## src/rtl/da_bank_write_scheduler.sv

```systemverilog
// da_bank_write_scheduler: parses stream headers and writes each payload across its 8-bank RAM group; SCHED_TIMEOUT_EN adds a payload idle abort
module da_bank_write_scheduler #(
  parameter int CA_WORDS    = 32,
  parameter int NAV_WORDS   = 10,
  parameter int PARAM_WORDS = 4,
  parameter int TIMEOUT_CYC = 1024
) (
  input  logic        rdclock,
  input  logic        rst,
  input  logic [31:0] in_data,
  input  logic        in_valid,
  output logic        in_ready,
  output logic [23:0] wren_for_ram,
  output logic [5:0]  ram_addr,
  output logic [31:0] ram_data,
  output logic        busy,
  output logic [1:0]  pkt_type,
  output logic        pkt_done,
  output logic        hdr_err
);
  typedef enum logic [2:0] {IDLE, CA, NAV, PARAM, DONE} state_t;
  localparam logic [5:0] CA_LAST    = 6'(CA_WORDS - 1);
  localparam logic [5:0] NAV_LAST   = 6'(NAV_WORDS - 1);
  localparam logic [5:0] PARAM_LAST = 6'(PARAM_WORDS - 1);
  state_t      state, state_n;
  logic [5:0]  wcnt, wcnt_n, last;
  logic [2:0]  bcnt, bcnt_n;
  logic [4:0]  base;
  logic [1:0]  type_n;
  logic        err_n, acc, payload, is_hdr, tmo;
  assign in_ready = state != DONE;
  assign payload  = state == CA || state == NAV || state == PARAM;
  assign busy     = payload;
  assign pkt_done = state == DONE;
  assign acc      = in_valid && in_ready;
  assign is_hdr   = (in_data & 32'hFF0000FF) == 32'hFF0000FF;
  assign base     = state == NAV ? 5'd8 : state == PARAM ? 5'd16 : 5'd0;
  assign last     = state == NAV ? NAV_LAST : state == PARAM ? PARAM_LAST : CA_LAST;
`ifdef SCHED_TIMEOUT_EN
  logic [15:0] idle_cnt;
  // count payload cycles since the last accepted word
  always_ff @(posedge rdclock)
    idle_cnt <= (rst || !payload || acc) ? 16'd0 : idle_cnt + 16'd1;
  assign tmo = idle_cnt == 16'(TIMEOUT_CYC - 1);
`else
  logic unused_timeout;
  assign unused_timeout = TIMEOUT_CYC == 0;
  assign tmo = 1'b0;
`endif
  // next state, counters, decoded type and error pulse
  always_comb begin
    state_n = state;
    wcnt_n  = wcnt;
    bcnt_n  = bcnt;
    type_n  = pkt_type;
    err_n   = 1'b0;
    case (state)
      IDLE: if (acc && is_hdr) begin
        wcnt_n = 6'd0;
        bcnt_n = 3'd0;
        if (in_data[23:8] == 16'h0000) begin
          state_n = CA;
          type_n  = 2'd1;
        end else if (in_data[23:8] == 16'h000A) begin
          state_n = NAV;
          type_n  = 2'd2;
        end else if (in_data[23:8] == 16'h00AA) begin
          state_n = PARAM;
          type_n  = 2'd3;
        end else err_n = 1'b1;
      end
      CA, NAV, PARAM: if (acc) begin
        if (wcnt == last) begin
          wcnt_n = 6'd0;
          bcnt_n = bcnt + 3'd1;
          if (bcnt == 3'd7) state_n = DONE;
        end else wcnt_n = wcnt + 6'd1;
      end else if (tmo) begin
        state_n = IDLE;
        wcnt_n  = 6'd0;
        bcnt_n  = 3'd0;
        err_n   = 1'b1;
      end
      default: state_n = IDLE;
    endcase
  end
  // state, counters and registered RAM write port
  always_ff @(posedge rdclock) begin
    if (rst) begin
      state        <= IDLE;
      wcnt         <= 6'd0;
      bcnt         <= 3'd0;
      pkt_type     <= 2'd0;
      hdr_err      <= 1'b0;
      wren_for_ram <= 24'd0;
      ram_addr     <= 6'd0;
      ram_data     <= 32'd0;
    end else begin
      state        <= state_n;
      wcnt         <= wcnt_n;
      bcnt         <= bcnt_n;
      pkt_type     <= type_n;
      hdr_err      <= err_n;
      wren_for_ram <= (acc && payload) ? 24'd1 << (base + {2'b00, bcnt}) : 24'd0;
      if (acc && payload) begin
        ram_addr <= wcnt;
        ram_data <= in_data;
      end
    end
  end
endmodule

```

## config.mk

```make
export PLATFORM = sky130hd
export DESIGN_NAME = da_bank_write_scheduler
export DESIGN_NICKNAME = d
export VERILOG_FILES = /design/src/rtl/da_bank_write_scheduler.sv
export SDC_FILE = /design/constraint.sdc
export NUM_CORES = 1
export LEC_CHECK = 0
export CORE_MARGIN = 4
export CORE_UTILIZATION = 48
export CTS_CLUSTER_DIAMETER = 30
export DETAILED_ROUTE_END_ITERATION = 16
export GPL_ROUTABILITY_DRIVEN = 0
export PLACE_DENSITY_LB_ADDON = 0.25
export SKIP_CTS_REPAIR_TIMING = 1
export SYNTH_ARGS = -nofsm -noshare
export SYNTH_HDL_FRONTEND = slang
export SYNTH_SLANG_ARGS = --single-unit
```

## constraint.sdc

```tcl
create_clock -name rdclock -period 4.8 [get_ports rdclock]
set_input_delay 0.96 -clock rdclock [delete_from_list [all_inputs] [get_ports rdclock]]
set_output_delay 0.96 -clock rdclock [all_outputs]
set_load 0.02 [all_outputs]
```

==> impl_metrics.json <==
{
  "slew_headroom": 0.345,
  "place_area_sq_mm": 0.00394,
  "diodes": 0,
  "status": "finished clean",
  "cts_root_buffer": "clkbuf_8",
  "fin_skew_ns": 0.00767,
  "wl_met3_microns": 708,
  "cts-buffers-inserted": 9,
  "clk_pin_slew_ns": 0.07,
  "ys_seq_area_frac": 0.528,
  "p_leak_uw": 0.00142,
  "setup.worst_path.end": "busy",
  "fin_area_sq_mm": 0.00416,
  "crit_family": "buffers and inverters",
  "nFillCells": 471,
  "cap_viol_max_count": 0,
  "clock_path_buffers": 2,
  "fin_crit_ns": 2.89,
  "syn-cell-area_sq_mm": 0.00292,
  "power_density_mw_per_mm2": 291,
  "synthArstFlopShare": 0,
  "drt_pass1_iterations": 5,
  "grt_max_degree": 56,
  "worstSetupEndpointType": "output port",
  "drt_iter0_markers": 197,
  "slew_violations": 0,
  "fmax_mhz": 346,
  "vias": 2692,
  "min_period_over_period": 0.601,
  "core_area_sq_mm": 0.00592,
  "grt_overflow_total": 0,
  "syn2layout_area_growth_pct": 42.4,
  "dieArea_sq_mm": 0.00739,
  "grtUsageTotal": 0.200,
  "synth.top_cells.by_count": "nand2_1 (94), dfxtp_1 (77), a21oi_1 (46)",
  "synth_cell_types": 38,
  "yosysTopAreaCellShare": 0.528,
  "r2r-start": "state[0]$_SDFFE_PP0P_",
  "top_layer_used": "met4",
  "path_class": "register to output port",
  "path_max_fanout": 9,
  "syn_avg_cell_area_sq_um": 8.36,
  "antenna_found_initial": 0,
  "antenna_left": 0,
  "hold_slack_ns": 0.454,
  "clk-insertion-delay-late_ns": 0.34,
  "slowest_delay_ns": 0.60,
  "hpwl_microns": 5110,
  "portBuffers": 102,
  "rr_worst_depth": 4,
  "synth_ff_type": "dfxtp_1",
  "rows": 28,
  "rsz0062_at_grt": "false",
  "via_per_inst": 5.16,
  "grt_pass1_vias": 2648,
  "drive_above_1_share": 0.0537,
  "hold_viol": 0,
  "drc": 0,
  "fp.dieW_microns": 86.0,
  "r2r_slack_ns": 2.87,
  "cts_sinks": 77,
  "crit_start": "state[0]$_SDFFE_PP0P_",
  "dieHeight_microns": 86.0,
  "ir_worst_vdd_uv": 200,
  "syn-instance-count": 349,
  "r2r_end": "wcnt[5]$_SDFFE_PP0P_",
  "critPathArrivalTime_ns": 1.93,
  "start_kind": "register",
  "crit_chain": "or2_1, nand2_4, inv_4, clkdlybuf4s50_1",
  "yosysTopAreaCell": "dfxtp_1",
  "start_util": 0.493,
  "synth_edf_count": 0,
  "tightest_slew_ns": 0.983,
  "synth.area.top_cells": "dfxtp_1 (53%), nand2_1 (12%), a21oi_1 (7.9%)",
  "ys_ff_latch": 77,
  "layout.nets": 485,
  "critPathSlowestCell": "clkdlybuf4s50_1",
  "synth_nets": 391,
  "tns_ns": 0,
  "critPathRequiredTime_ns": 3.84,
  "cts_tree": "built",
  "yosys_warnings": 0,
  "num_io_pins": 103,
  "setup_viol": 0,
  "wl_met2_microns": 3540,
  "drt-total-wl_microns": 7090,
  "grt_pass1_wl_microns": 11800,
  "path_buf_inv": 2,
  "cts_max_level": 3,
  "cp_num_cells": 4,
  "synth.most_common_cell": "nand2_1",
  "hp-class": "register to register",
  "wl_per_cell_microns": 13.6,
  "wl_met1_microns": 2760
}
[state kept, by name (all words and copies together) (netlist names)]
name / count
bcnt: 3
ram_addr: 6
pkt_type: 2
wren_for_ram: 24
ram_data: 32
state: 3
hdr_err: 1
wcnt: 6
[worst reg2reg max path, cell delays in order, from the launching register on]
cell	delay (ns)
dfxtp_1	0.47
or2_1	0.33
o21ai_1	0.30
or4_1	0.56
a31oi_1	0.19
[worst min-delay path by stage]
stage	to	slack, ns	startpoint	depth (start not counted)
after floorplan	ram_addr[5]$_SDFFE_PP0N_	0.47	wcnt[5]$_SDFFE_PP0P_	2
final	ram_data[4]$_SDFFE_PP0N_	0.45	ram_data[4]$_SDFFE_PP0N_	2
after global placement	ram_data[18]$_SDFFE_PP0N_	0.44	ram_data[18]$_SDFFE_PP0N_	2
after global routing	ram_data[17]$_SDFFE_PP0N_	0.47	ram_data[17]$_SDFFE_PP0N_	2
after CTS	ram_data[12]$_SDFFE_PP0N_	0.46	ram_data[12]$_SDFFE_PP0N_	2
after detailed placement	ram_data[12]$_SDFFE_PP0N_	0.45	ram_data[12]$_SDFFE_PP0N_	2
[kinds of logic after synthesis]
kind of cell,count (synthesis),synth area share
compound gates,69,0.131
xor+xnor,1,0.00300
fa+ha+maj,7,0.0300
buf+inv,28,0.0442
flops,77,0.528
mux,1,0.00343
simple gates,166,0.260
[layer usage]
layer | vias up | global-route usage
met5 | - | 0
met4 | 0 | 0.0806
met3 | 8 | 0.0740
met2 | 106 | 0.345
met1 | 1220 | 0.220
li1 | 1358 | -
[report_power, final]
group | total, uW | internal [uW] | switching, uW
clock | 525 | 301 | 223
sequential | 638 | 638 | 0.0000138
combinational | 44.5 | 26.8 | 17.7
total | 1210 | 966 | 241
[cell usage in the layout (no fill, tap or decap), types with 2 or more instances in the layout]
master	count
ha_1	7
nor2b_1	5
o21ai_0	7
or4_1	4
dfxtp_1	77
nand4_1	6
nand3_1	7
a211oi_1	2
nor4_1	5
nand4b_1	2
clkbuf_8	10
bufinv_16	2
clkdlybuf4s50_1	101
buf_4	2
nor2_1	26
and2_1	2
o21ai_1	3
a31oi_1	6
nand2b_1	2
inv_1	6
and3_1	4
a21oi_1	46
nand2_1	94
clkinv_2	3
nand3b_1	2
[cell type report]
type / count / area, sq um / area share
inverters: 7 / 28.8 / 0.00693
clock buffers: 10 / 138 / 0.0331
repair buffers: 104 / 1030 / 0.248
multi-input cells: 244 / 1250 / 0.300
well taps: 75 / 93.8 / 0.0226
clock inverters: 5 / 75.1 / 0.0181
flip-flops and latches: 77 / 1540 / 0.371
[through the flow]
| step | util | cells | total power (uW) | worst slack (ns) |
|---|---|---|---|---|
| floorplan | - | 349 | 664 | 2.56 |
| global placement | 0.666 | 507 | 697 | 1.76 |
| detailed placement | 0.666 | 507 | 698 | 1.67 |
| CTS | 0.702 | 522 | 1220 | 1.91 |
| global route | 0.702 | 522 | 1250 | 1.82 |
| finish | 0.702 | 522 | 1210 | 1.91 |
(Power assumes the default switching activity.)
